## src/rtl/cam_i2c_write_sequencer.sv

```systemverilog
// cam_i2c_write_sequencer: turns reg/hi/lo byte triples into I2C write transactions with bounded NACK retry
module cam_i2c_write_sequencer #(
  parameter logic [7:0] CAM0_ADDR = 8'hBA,
  parameter logic [7:0] CAM1_ADDR = 8'h90,
  parameter int MAX_RETRY = 3
) (
  input  logic       sysClk,
  input  logic       rst,
  input  logic [7:0] byte_in,
  input  logic       byte_in_valid,
  input  logic       byte_in_last,
  input  logic       cam_id,
  output logic       ready_for_next_byte,
  output logic [1:0] i2c_cmd,
  output logic [7:0] i2c_byte,
  output logic       i2c_cmd_valid,
  input  logic       i2c_cmd_ready,
  input  logic       i2c_done,
  input  logic       i2c_ack,
  output logic       busy,
  output logic [1:0] error_code,
  output logic [7:0] err_reg_addr,
  output logic [4:0] writes_done
);
  localparam int AW = $clog2(MAX_RETRY + 1);
  localparam logic [AW-1:0] MAXR = AW'(MAX_RETRY);
  typedef enum logic [3:0] {IDLE, FETCH, START, REG, HI, LO, STOP, CHECK, DRAIN} state_t;
  state_t state_q, state_d;
  logic cam_q, cam_d, last_q, last_d, nack_q, nack_d, sent_q, sent_d;
  logic [7:0] reg_q, reg_d, hi_q, hi_d, lo_q, lo_d, err_addr_q, err_addr_d;
  logic [1:0] fill_q, fill_d, err_q, err_d;
  logic [AW-1:0] att_q, att_d;
  logic [4:0] wd_q, wd_d;
  logic cmd_st, accept, hs, done;
  assign cmd_st = state_q inside {START, REG, HI, LO, STOP};
  assign ready_for_next_byte = !rst && (state_q inside {IDLE, FETCH, DRAIN});
  assign accept = byte_in_valid && ready_for_next_byte;
  assign i2c_cmd_valid = cmd_st && !sent_q;
  assign hs = i2c_cmd_valid && i2c_cmd_ready;
  // a done pulse only counts while a command is outstanding, including the handshake cycle
  assign done = i2c_done && (sent_q || hs);
  assign i2c_cmd = state_q == START ? 2'b01 : state_q == STOP ? 2'b11 : cmd_st ? 2'b10 : 2'b00;
  assign i2c_byte = state_q == START ? (cam_q ? CAM1_ADDR : CAM0_ADDR) :
                    state_q == REG ? reg_q : state_q == HI ? hi_q : state_q == LO ? lo_q : 8'h00;
  assign busy = state_q != IDLE;
  assign error_code = err_q;
  assign err_reg_addr = err_addr_q;
  assign writes_done = wd_q;
  always_comb begin
    state_d = state_q;
    cam_d = cam_q;
    last_d = last_q;
    nack_d = nack_q;
    sent_d = (sent_q || hs) && !done;
    reg_d = reg_q;
    hi_d = hi_q;
    lo_d = lo_q;
    err_addr_d = err_addr_q;
    fill_d = fill_q;
    err_d = err_q;
    att_d = att_q;
    wd_d = wd_q;
    case (state_q)
      IDLE: if (accept) begin
        cam_d = cam_id;
        wd_d = 5'd0;
        reg_d = byte_in;
        fill_d = 2'd1;
        last_d = byte_in_last;
        err_d = byte_in_last ? 2'b10 : 2'b00;
        err_addr_d = byte_in_last ? byte_in : 8'h00;
        state_d = byte_in_last ? IDLE : FETCH;
      end
      FETCH: if (accept) begin
        last_d = byte_in_last;
        fill_d = fill_q + 2'd1;
        reg_d = fill_q == 2'd0 ? byte_in : reg_q;
        hi_d = fill_q == 2'd1 ? byte_in : hi_q;
        lo_d = fill_q == 2'd2 ? byte_in : lo_q;
        if (byte_in_last && fill_q != 2'd2) begin
          err_d = 2'b10;
          err_addr_d = fill_q == 2'd0 ? byte_in : reg_q;
          state_d = IDLE;
        end else if (fill_q == 2'd2) begin
          att_d = AW'(1);
          nack_d = 1'b0;
          state_d = START;
        end
      end
      START, REG, HI, LO: if (done) begin
        nack_d = !i2c_ack;
        state_d = i2c_ack ? state_t'(state_q + 4'd1) : STOP;
      end
      STOP: if (done) state_d = CHECK;
      CHECK: if (!nack_q) begin
        wd_d = &wd_q ? wd_q : wd_q + 5'd1;
        fill_d = 2'd0;
        state_d = last_q ? IDLE : FETCH;
      end else if (att_q < MAXR) begin
        att_d = att_q + AW'(1);
        nack_d = 1'b0;
        state_d = START;
      end else begin
        err_d = 2'b01;
        err_addr_d = reg_q;
        state_d = last_q ? IDLE : DRAIN;
      end
      DRAIN: if (accept && byte_in_last) state_d = IDLE;
      default: state_d = IDLE;
    endcase
  end
  always_ff @(posedge sysClk) begin
    if (rst) begin
      state_q <= IDLE;
      cam_q <= 1'b0;
      last_q <= 1'b0;
      nack_q <= 1'b0;
      sent_q <= 1'b0;
      reg_q <= 8'h00;
      hi_q <= 8'h00;
      lo_q <= 8'h00;
      err_addr_q <= 8'h00;
      fill_q <= 2'd0;
      err_q <= 2'b00;
      att_q <= '0;
      wd_q <= 5'd0;
    end else begin
      state_q <= state_d;
      cam_q <= cam_d;
      last_q <= last_d;
      nack_q <= nack_d;
      sent_q <= sent_d;
      reg_q <= reg_d;
      hi_q <= hi_d;
      lo_q <= lo_d;
      err_addr_q <= err_addr_d;
      fill_q <= fill_d;
      err_q <= err_d;
      att_q <= att_d;
      wd_q <= wd_d;
    end
  end
endmodule

```

## config.mk

```make
export PLATFORM = sky130hd
export DESIGN_NAME = cam_i2c_write_sequencer
export DESIGN_NICKNAME = d
export VERILOG_FILES = /design/src/rtl/cam_i2c_write_sequencer.sv
export SDC_FILE = /design/constraint.sdc
export NUM_CORES = 1
export LEC_CHECK = 0
export BUFFER_PORTS_ARGS = -buffer_cell sky130_fd_sc_hd__buf_2
export CORE_MARGIN = 8
export CORE_UTILIZATION = 45
export CTS_BUF_LIST = sky130_fd_sc_hd__clkbuf_8
export DETAILED_ROUTE_END_ITERATION = 10
export MAX_ROUTING_LAYER = met4
export PLACE_DENSITY_LB_ADDON = 0.15
export SLEW_MARGIN = 40
export SYNTH_ARGS = -nofsm -noshare
export SYNTH_HDL_FRONTEND = slang
export SYNTH_SLANG_ARGS = --single-unit
```

## constraint.sdc

```tcl
create_clock -name sysClk -period 5.49 [get_ports sysClk]
set_input_delay 0 -clock sysClk [delete_from_list [all_inputs] [get_ports sysClk]]
set_output_delay 0 -clock sysClk [all_outputs]
set_load 0.02 [all_outputs]
```

# [Yosys cells after proc, flatten, opt, wreduce, memory -nomap -nowiden]
# Cells that the tools add are included.
[classes] magnitude_cmp=1 n_addsub=4 reduce_logical=37 eq_ne=25 n_mux=61
[ops] cell="two-way mux 8 bit" count=13
[ops] cell="two-way mux 4 bit" count=11
[ops] cell="two-way mux 2 bit" count=17
[ops] cell="one-hot mux 4 bit (6 select lines)" count=1
[ops] cell="one-hot mux 8 bit (3 select lines)" count=1
[ops] cell="!= test 2 bit (second input constant)" count=11
[ops] cell="AND reduction 6 bit" count=3
[ops] cell="== test 4 x 3 -> 1 bit (second input constant)" count=4
[ops] cell="one-hot mux 8 bit (2 select lines)" count=1
[ops] cell="two-way mux 5 bit" count=3
[ops] cell="one-hot mux 2 bit (3 select lines)" count=2
[ops] cell="one-hot mux 5 bit (2 select lines)" count=1
[ops] cell="AND reduction 5 bit" count=2
[ops] cell="AND reduction 3 bit" count=3
[ops] cell="nonzero test 3 bit" count=3
[ops] cell="== test 4 x 2 -> 1 bit (second input constant)" count=2
[ops] cell="logical AND 1 bit" count=8
[ops] cell="two-way mux 1 bit" count=8
[ops] cell="AND reduction 4 bit" count=2
[ops] cell="two-way mux 6 bit" count=1
[ops] cell="!= test 2 x 1 -> 1 bit (second input constant)" count=3
[ops] cell="nonzero test 2 bit" count=3
[ops] cell="adder 5 x 1 -> 5 bit (second input constant)" count=1
[ops] cell="nonzero test 5 bit" count=1
[ops] cell="18 further kinds" count=23
[totals] word_cells=141 regBits=51

# [Depth between registers and ports, before layout]
# Gate-level depths: netlist of run 1.
[depth] depth_word=8 ltp_mapped=8

# [Worst setup path after synthesis of run 1]
# Ideal clock, no wire load.
[synth_path] kind="flip-flop to flip-flop" from="register wd_q[0] (netlist: writes_done[0])" to="register wd_q[1] (netlist: writes_done[1])" arrival_ns=1.777 stages_incl_launch_ff=8 slack_ns=3.586 n_path_buf=0 cell_sequence="dfxtp_1 ha_1 and3_1 ha_1 nor4b_1 o21ai_0 a22oi_1 nor2_1"
[synth_via] elab_chain_cells=4
[synth_rtl] element="from (decl)" line_no="33" text="logic [4:0] wd_q, wd_d;"
[synth_rtl] element="from (signal assigned)" line_no="140" text="wd_q <= wd_d;"
[synth_rtl] element="adder 5 x 1 -> 5 bit" line_no="96" text="wd_d = &wd_q ? wd_q : wd_q + 5'd1;"
[synth_rtl] element="two-way mux 5 bit" line_no="96"
[synth_rtl] element="two-way mux 5 bit" line_no="95" text="CHECK: if (!nack_q) begin"
[synth_rtl] element="one-hot mux 5 bit (2 select lines)" line_no="63" text="case (state_q)"
# Several ways; a longest one is shown, not always the timed one. The select of a mux whose other input is x is not followed.
# A chain may end at the register's enable or synchronous reset.

# [Worst setup path after layout of run 1]
[layout_path] from="register state_q[0]" to="register reg_q[0]"
[layout_via] elab_chain_cells=6
[layout_rtl] element="from (decl)" line_no="28" text="state_t state_q, state_d;"
[layout_rtl] element="from (signal assigned)" line_no="128" text="state_q <= state_d;"
[layout_rtl] element="== test 4 x 1 -> 1 bit (tied with other cells)" line_no="36, 63"
[layout_rtl] element="nonzero test 3 bit" line_no="36" text="assign ready_for_next_byte = !rst && (state_q inside {IDLE, FETCH, DRAIN});"
[layout_rtl] element="logical AND 1 bit" line_no="36"
[layout_rtl] element="logical AND 1 bit" line_no="37" text="assign accept = byte_in_valid && ready_for_next_byte;"
[layout_rtl] element="!= test 2 bit (no line)"
[layout_rtl] element="AND reduction 3 bit (no line)"
[layout_rtl] element="to (signal assigned)" line_no="133" text="reg_q <= reg_d;"
[layout_rtl] element="to (decl)" line_no="30" text="logic [7:0] reg_q, reg_d, hi_q, hi_d, lo_q, lo_d, err_addr_q, err_addr_d;"
# Several ways; a longest one is shown, not always the timed one.

==> impl_metrics.toml, run 1 <==
[synth]
synth_top_area_share_pct = 35.6
yosysMostFrequentCell = "dfxtp_1"
synth_warnings = 0
synth_area_leaders = "dfxtp_1 36%, a21oi_1 7.0%, nand2_1 5.9%"
avgSynthCellArea_um2 = 7.90
synthTopCellsByCount = "51 x dfxtp_1, 45 x nand2_1, 43 x nor2_1"
synth_edf_count = 0
synth_nets = 389
yosys.area.top_type = "dfxtp_1"
synthCells = 363
synthFlopType = "dfxtp_1"
ys_types = 55
ys_async_sr_fraction_pct = 0
ys_seq_elements = 51
syn_area_um2 = 2870
ys_seq_area_share_pct = 35.6

[die]
initial_core_util_pct = 46.0
dieArea_um2 = 9190
row_count = 29
coreArea_um2 = 6240
io_pins = 44
die_w_um = 95.8
die_h_um = 95.8

[drt]
first_iter_violations = 174
wl_per_cell_um = 16.6
vias = 2717
firstDrtPassIters = 4
ant_nets = 0
drc = 0
drt-total-wl_mm = 7.89
vias_per_cell = 5.71

[setup_path]
timing.rr.end = "reg_q[0]"
critPathLaunchType = "flop"
reg2reg_depth = 7
endpoint = "reg_q[0]"
end_kind = "flop"
path_class = "reg2reg"
cpMostUsedCell = "nor2_1"
crit_chain = "inv_1 -> ha_1 -> nor2_1 -> nor4_4 -> o21a_1 -> mux2i_1 -> nor2_1"
worst-path-max-fanout = 23
crit_start = "state_q[0]"
rrSetupSlack_ps = 2670
cpPeakStageDelay_ps = 680
cpMaxStageDelayCell = "ha_1"
r2r-start = "state_q[0]"
crit_required_ps = 5660
worstPathArrival_ps = 3000

[global_routing]
grt-ovfl-total = 0
grt_pass1_wl_mm = 12.9
grt_use_total_pct = 18.3
antenna_found_initial = 0
first_global_vias = 2643
grt_max_degree = 56

[clock_tree]
cts_buffers = 5
cts_buffer_depth = 2
tritoncts = "done"
cts-htree-levels = 2
clk_latency_ps = 300
clockRootBuffer = "clkbuf_8"
path_clk_slew_ps = 90
cts.sinks = 51

[sta]
worst_slack_ps = 2670
timing.fmax_mhz = 354
hold_violations = 0
final.setup.tns_ps = 0
fin_worst_skew_ps = 5.43
worst_pin_slew_ps = 793
rsz0062_at_grt = "false"
maxSlewViolCount = 0
max_slew_margin_pct = 47.1
finalCritPeriodShare_pct = 51.4
min_period_ps = 2820
finalSetupViolations = 0

[placement]
numPortBuffers = 43
place_hpwl_mm = 5.59
post-place-cells = 458
dp_slack_ps = 2680
place.gp.congestion = 0.884

[power_and_ir_drop]
total_power_w = 0.00137
peakVddDrop_mv = 0.250
pwr_density_cell_nw_per_um2 = 418
leakagePower_nw = 1.24

[final_layout]
area_delta_synth_final_pct = 14.0
drive_above_1_share_pct = 17.5
fill_cells = 625
nets = 424
diodes = 0
layoutNonFillerInstCount = 476

[hold_path]
holdCritPathClass = "in2reg"

[job]
maxCapViolCount = 0

[outcome]
outcome = "completed"
routing by layer:
| metal | vias up | share of wire (%) | global-route usage (%) | routed length (um) |
|---|---|---|---|---|
| met1 | 1273 | 44 | 21.6 | 3460 |
| met3 | 9 | 4.5 | 2.65 | 356 |
| met4 | 0 | 1.3 | 7.30 | 102 |
| met5 | - | 0 | - | 0 |
| met2 | 65 | 50 | 30.6 | 3970 |
| li1 | 1370 | - | - | - |
cells by family (layout without fill, tap and decap cells):
family / after synthesis / after routing / synth area share, %
xor gates and xnor gates: 2 / 2 / 0.611
DFF: 51 / 51 / 35.6
muxes: 13 / 13 / 4.54
and+or+nand+nor: 152 / 152 / 25.7
buffers and inverters: 36 / 72 / 6.11
adders and majority gates: 10 / 10 / 4.36
AOI/OAI and AO/OA: 99 / 99 / 23.1
state kept, by name (all words and copies together) (netlist names):
signal and cells:
sent_q 1, reg_q 8, error_code 2, err_reg_addr 8, cam_q 1, state_q 4
att_q 2, writes_done 5, hi_q 8, last_q 1, lo_q 8, fill_q 2
nack_q 1
metrics by stage:
| stage | util, % | hold WS, ps | instance area (um2) |
|---|---|---|---|
| after floorplan | - | 76.8 | 2870 |
| after detailed placement | 48.9 | 198 | 3050 |
| after global routing | 52.4 | 47.9 | 3270 |
| after global placement | 48.8 | 196 | 3050 |
| final | 52.4 | 16.1 | 3270 |
| after CTS | 52.4 | 3.23 | 3270 |
cells in the final DEF (no fill, tap or decap), types with 2 or more instances in the layout:
master	instances
a22oi_1	2
clkbuf_8	6
dlygate4sd3_1	10
buf_2	42
a21oi_1	40
a221oi_1	10
nand2_1	45
nand2b_1	5
o21a_1	2
nand3_1	19
xor2_1	2
a31oi_1	5
o22ai_1	3
nand4_1	2
ha_1	10
mux2i_1	13
inv_1	11
nor3_1	13
and3_1	3
dfxtp_1	49
nor4b_1	2
o211ai_1	3
nor2b_1	5
nor2_1	43
o21ai_0	13
or3b_1	2
dfxtp_2	2
a211oi_1	3
a211oi_2	4
or2_2	3
where the power goes:
part           switching [W]  internal [W]  total (W)
logic               0.000389      0.000213   0.000602
clock network       0.000124      0.000148   0.000272
registers          0.0000753      0.000417   0.000492
total               0.000588      0.000777    0.00137
worst min-delay path by stage:
stage | from | slack, ps | endpoint | cells past startpoint
CTS | i2c_cmd_ready | 3 | sent_q | 3
floorplan | i2c_done | 80 | sent_q | 1
global placement | i2c_done | 200 | sent_q | 2
finish | i2c_cmd_ready | 20 | sent_q | 3
detailed placement | i2c_done | 200 | sent_q | 2
global route | i2c_cmd_ready | 50 | sent_q | 3
critical path: cells and delay by family, from the launching register on:
kind,cells,cell delay (ps)
AO/OA/AOI/OAI,1,490
multiplexers,1,260
buffers and inverters,1,110
AND/OR/NAND/NOR,3,780
flip-flops,1,360
adder cells (fa/ha/maj),1,680
final cells by class:
cell class                 count  area (um2)  share of cell area, %
multi-input combinational    276        1670                   51.2
sequential                    51        1020                   31.3
tap                           77        96.3                   2.95
clock buffer                   6        82.6                   2.53
inverter                      11        41.3                   1.26
clock inverter                 2        35.0                   1.07
timing repair buffer          53         318                   9.72
repair_timing:
action	in CTS	in global routing
gates resized for setup	0	0
hold buffers	10	0
setup buffers	0	0
endpoints found under the hold margin	18	0
(Power assumes the default switching activity.)
==> inputs of run 2 (changes only) <==
==> constraint.sdc (replaced) <==
create_clock -name sysClk -period 2.26 [get_ports sysClk]
set_input_delay 0 -clock sysClk [delete_from_list [all_inputs] [get_ports sysClk]]
set_output_delay 0 -clock sysClk [all_outputs]
set_load 0.02 [all_outputs]
==> run 2 against run 1 <==
Against the previous run: register-to-register slack lost 2500 ps; sequential cell count is the same; via count grew 3.0%; critical path type unchanged; global-route usage grew 1.1 points; combinational power grew to 2.8 times the previous value; largest cell class unchanged; core utilization grew 3.3 points; clock skew shrank 3.2 ps; first-iteration DRC count grew 15%; non-clock buffer count grew 23; power grew to 2.6 times the previous value; sequential power grew 130%; maximum frequency grew 37%.
==> impl_metrics.toml, run 2 (synthesized netlist as in run 1, its figures left out) <==
[power_and_ir_drop]
total_power_w = 0.00356
leakagePower_nw = 1.37
peakVddDrop_mv = 0.643
pwr_density_cell_nw_per_um2 = 1020

[sta]
min_period_ps = 2070
fin_worst_skew_ps = 2.24
worst_pin_slew_ps = 571
finalCritPeriodShare_pct = 91.4
rsz0062_at_grt = "false"
final.setup.tns_ps = 0
maxSlewViolCount = 0
max_slew_margin_pct = 61.9
finalSetupViolations = 0
timing.fmax_mhz = 484
hold_violations = 0

[setup_path]
crit_required_ps = 2490
worst-path-max-fanout = 8
worstPathArrival_ps = 2300
critPathLaunchType = "flop"
path_class = "reg2reg"
end_kind = "flop"

[drt]
wl_per_cell_um = 16.6
first_iter_violations = 200
firstDrtPassIters = 5
vias_per_cell = 5.61
drt-total-wl_mm = 8.28
ant_nets = 0
vias = 2799
drc = 0

[job]
maxCapViolCount = 0

[die]
initial_core_util_pct = 46.0
row_count = 29
dieArea_um2 = 9190
io_pins = 44
die_h_um = 95.8
coreArea_um2 = 6240
die_w_um = 95.8

[clock_tree]
cts.sinks = 51
tritoncts = "done"
cts_setup_buffers = 0
cts-htree-levels = 2
clockRootBuffer = "clkbuf_8"
cts_buffer_depth = 2
path_clk_slew_ps = 100
cts_buffers = 5
clk_latency_ps = 320

[final_layout]
layout_commonest_cell = "dfxtp_1"
final_cell_mix = "51 x dfxtp_1, 45 x nand2_1, 43 x nor2_1, 43 x buf_2, 40 x a21oi_1"
drive_above_1_share_pct = 22.0
fin_area_um2 = 3480
diodes = 0
area_delta_synth_final_pct = 21.2
nets = 447

[global_routing]
grt_pass1_wl_mm = 13.6
grt-ovfl-total = 0
grt_use_total_pct = 19.4
grt_max_degree = 40
antenna_found_initial = 0
first_global_vias = 2788

[placement]
place_area_um2 = 3220
numPortBuffers = 43
place.gp.congestion = 0.857
place_hpwl_mm = 5.94

[hold_path]
holdCritPathClass = "in2reg"

[outcome]
outcome = "completed"
==> run 2: cell types whose count changed in the layout (fill, tap and decap cells not counted), sizes merged <==
cell | previous run | this run
inv | 11 | 12
buf | 43 | 65
dlygate4sd3 | 10 | 11
clkinv | 1 | 0
==> run 2: final timing paths <==
check | start | slack, ps | cells past startpoint | endpoint
setup reg to reg | state_q[1] | 190 | 8 | err_reg_addr[1]
setup / recovery | state_q[1] | 190 | 8 | err_reg_addr[1]
hold / removal | byte_in_last | 50 | 3 | last_q
hold reg to reg | lo_q[7] | 460 | 2 | lo_q[7]
==> run 2: cell type report <==
type / count / area [um2]
clock buffers: 6 / 82.6
clock inverters: 2 / 38.8
multi-input cells: 276 / 1690
well taps: 77 / 96.3
flip-flops and latches: 51 / 1020
fillers: 610 / 2770
repair buffers: 76 / 503
inverters: 11 / 41.3
==> run 2: per-stage QoR <==
step                      hold slack, ps  instances  util [%]  setup WS, ps
final                               46.6        499      55.7           195
after floorplan                     76.8        363         -           356
after global routing                59.1        499      55.7          36.6
after CTS                           50.4        499      55.4           121
after global placement               192        480      51.7           235
after detailed placement             194        480      51.7           135
==> run 2: metal layers <==
layer | GRT usage [%] | wire, um | part of all wire, % | vias to the layer above
li1 | - | - | - | 1408
met1 | 22.5 | 3650 | 44 | 1307
met2 | 32.6 | 4100 | 49 | 69
met3 | 3.20 | 359 | 4.3 | 15
met4 | 7.68 | 178 | 2.1 | 0
met5 | - | 0 | 0 | -
==> run 2: report_power, final <==
part / leakage (nW) / switching (W) / internal, W / total (W)
registers: 0.414 / 0.000140 / 0.00101 / 0.00115
logic: 0.891 / 0.00105 / 0.000656 / 0.00171
clock network: 0.0618 / 0.000335 / 0.000365 / 0.000700
total: 1.37 / 0.00153 / 0.00203 / 0.00356
==> run 2: worst max-delay path, stage by stage, from the launching register on <==
cell	delay, ps
dfxtp_1	370
inv_1	90
ha_1	260
nor2_1	140
nor4_4	420
o22a_1	260
buf_4	200
a211oi_2	60
nor3_1	180
==> run 2: repair_timing <==
item                       4_1_cts  5_1_grt
hold endpoints to repair        23        0
hold buffers                    11        0
setup endpoints to repair        0        9
resized for setup                0        4
==> inputs of run 3 (changes only) <==
--- a/config.mk
+++ b/config.mk
@@ -5,6 +5,7 @@
 export SDC_FILE = /design/constraint.sdc
 export NUM_CORES = 1
 export LEC_CHECK = 0
+export ABC_AREA = 1
 export BUFFER_PORTS_ARGS = -buffer_cell sky130_fd_sc_hd__buf_2
 export CORE_MARGIN = 8
 export CORE_UTILIZATION = 45
==> run 3 against run 2 <==
Against the previous run: clock skew is 2.6 ps higher; count of clock-buffer cells in the layout stayed put; register-to-register slack is essentially flat; largest power group unchanged.
==> impl_metrics.toml, run 3 <==
[outcome]
outcome = "completed"

[drt]
first_iter_violations = 259
drt-total-wl_mm = 8.06
ant_nets = 0
wl_per_cell_um = 14.2
drc = 0
firstDrtPassIters = 4
vias_per_cell = 5.37
vias = 3039

[final_layout]
final_cell_mix = "104 x nand2_1, 64 x nor2_1, 51 x dfxtp_1, 50 x o21ai_0, 43 x buf_2"
drive_above_1_share_pct = 19.4
diodes = 0
fill_cells = 637
area_delta_synth_final_pct = 16.2
nets = 514
layout_commonest_cell = "nand2_1"

[die]
row_count = 29
dieArea_um2 = 9400
die_h_um = 97.0
io_pins = 44
initial_core_util_pct = 46.5
die_w_um = 97.0
coreArea_um2 = 6350

[placement]
numPortBuffers = 43
place_hpwl_mm = 5.92
place.gp.congestion = 0.932

[synth]
ys_async_sr_fraction_pct = 0
synthCells = 436
synthFlopType = "dfxtp_1"
synth_nets = 462
ys_seq_elements = 51
ys_seq_area_share_pct = 34.6
synth_warnings = 0
synthAdderAreaFrac_pct = 4.24
synth_top_family_by_area = "simple AND/OR/NAND/NOR gates"
synth_edf_count = 0
synth_top_area_share_pct = 34.6
ys_types = 37
synth_mux_area_share_pct = 0
avgSynthCellArea_um2 = 6.77
synth-simple-area-share_pct = 33.3
synth_area_leaders = "dfxtp_1 35%, nand2_1 13%, o21ai_0 8.5%"
syn_area_um2 = 2950
yosys.area.top_type = "dfxtp_1"
synth-xor-area-share_pct = 0
synthTopCellsByCount = "104 x nand2_1, 64 x nor2_1, 51 x dfxtp_1"
synth_compound_area_share_pct = 20.1
yosysMostFrequentCell = "nand2_1"

[global_routing]
grt_pass1_wl_mm = 13.3
first_global_vias = 2840
antenna_found_initial = 0
grt_max_degree = 31
grt_use_total_pct = 17.1
grt-ovfl-total = 0

[sta]
fin_worst_skew_ps = 4.80
rsz0062_at_grt = "false"
final.setup.tns_ps = 0
finalSetupViolations = 0
timing.fmax_mhz = 476
finalCritPeriodShare_pct = 93.0
min_period_ps = 2100
hold_violations = 0
maxSlewViolCount = 0
max_slew_margin_pct = 63.7
worst_pin_slew_ps = 542

[setup_path]
end_kind = "output port"
path_class = "reg2out"
crit_chain = "ha_1 -> inv_1 -> nor2_1 -> nand3_1 -> nand2_1 -> o21ai_0 -> nand2_1 -> buf_2"
worst-path-max-fanout = 8
cpMaxStageDelayCell = "dfxtp_1"
cp_top_family = "simple AND/OR/NAND/NOR gates"
cpPeakStageDelay_ps = 440
cpMostUsedCell = "nand2_1"
critPathLaunchType = "flop"
timing.rr.end = "error_code[1]"
worstPathArrival_ps = 2100
reg2reg_depth = 11
crit_buf_inv = 2
crit_required_ps = 2260
r2r-start = "state_q[1]"
rrSetupSlack_ps = 200

[clock_tree]
cts.sinks = 51
cts-htree-levels = 2
clk_latency_ps = 310
cts-resized-gates = 0
cts_buffers = 5
clockRootBuffer = "clkbuf_8"
path_clk_slew_ps = 90
tritoncts = "done"
cts_buffer_depth = 2

[power_and_ir_drop]
leakagePower_nw = 1.61
peakVddDrop_mv = 0.462
pwr_density_cell_nw_per_um2 = 1080
total_power_w = 0.00369

[job]
maxCapViolCount = 0

[hold_path]
holdCritPathClass = "in2reg"
hold_start = "byte_in[1]"
hold_path_depth = 3
hold_end = "lo_q[1]"
[run 3: area by class of cell]
class                      count  area, um2  area share (%)
clock inverter                 2       35.0            1.02
timing repair buffer          56        330            9.63
multi-input combinational    332       1700            49.5
sequential                    51       1020            29.8
clock buffer                   6       82.6            2.41
inverter                      42        165            4.82
tap                           77       96.3            2.81
[run 3: tightest hold or removal path: cells and delay by family]
family	cells	cell delay [ps]
buffers and inverters	1	140
and+or+nand+nor	2	140
[run 3: kinds of logic after synthesis]
| logic type | count (synthesis) |
|---|---|
| AOI/OAI and AO/OA | 101 |
| adders and majority gates | 10 |
| buffers and inverters | 53 |
| DFF | 51 |
| and+or+nand+nor | 221 |
[run 3: what timing repair did]
item                                    in CTS  in global routing
hold buffers                                 6                  1
buffers inserted                             0                  0
endpoints found under the setup margin       0                  0
hold endpoints to repair                    11                  1
[run 3: worst max-delay path by stage]
stage | start | to | slack [ps] | cells after the start
finish | state_q[0] | i2c_byte[1] | 160 | 8
global route | state_q[1] | error_code[1] | 6 | 11
CTS | state_q[1] | i2c_byte[1] | 170 | 9
detailed placement | state_q[1] | err_reg_addr[6] | 230 | 12
global placement | state_q[1] | err_reg_addr[0] | 280 | 12
floorplan | state_q[0] | state_q[3] | 580 | 12
[run 3: per-stage QoR]
stage | std cells | worst slack (ps) | utilization, % | area, um2 | hold WS, ps
global placement | 551 | 283 | 51.1 | 3240 | 179
detailed placement | 551 | 225 | 51.1 | 3240 | 179
floorplan | 436 | 583 | - | 2950 | 71.6
finish | 566 | 159 | 54.0 | 3430 | 6.28
global route | 566 | 6.35 | 54.0 | 3430 | 10.8
CTS | 565 | 168 | 53.9 | 3420 | 2.30
[run 3: metal layers]
metal / GRT usage (%) / vias up / wire [um]
li1: - / 1537 / -
met1: 20.5 / 1393 / 3660
met2: 28.3 / 95 / 3880
met5: - / - / 0
met3: 2.77 / 14 / 340
met4: 5.80 / 0 / 179
[run 3: power by group]
| part | internal (W) | switching, W | leakage, nW |
|---|---|---|---|
| clock network | 0.000359 | 0.000313 | 0.0612 |
| logic | 0.000578 | 0.00127 | 1.13 |
| registers | 0.00106 | 0.000114 | 0.414 |
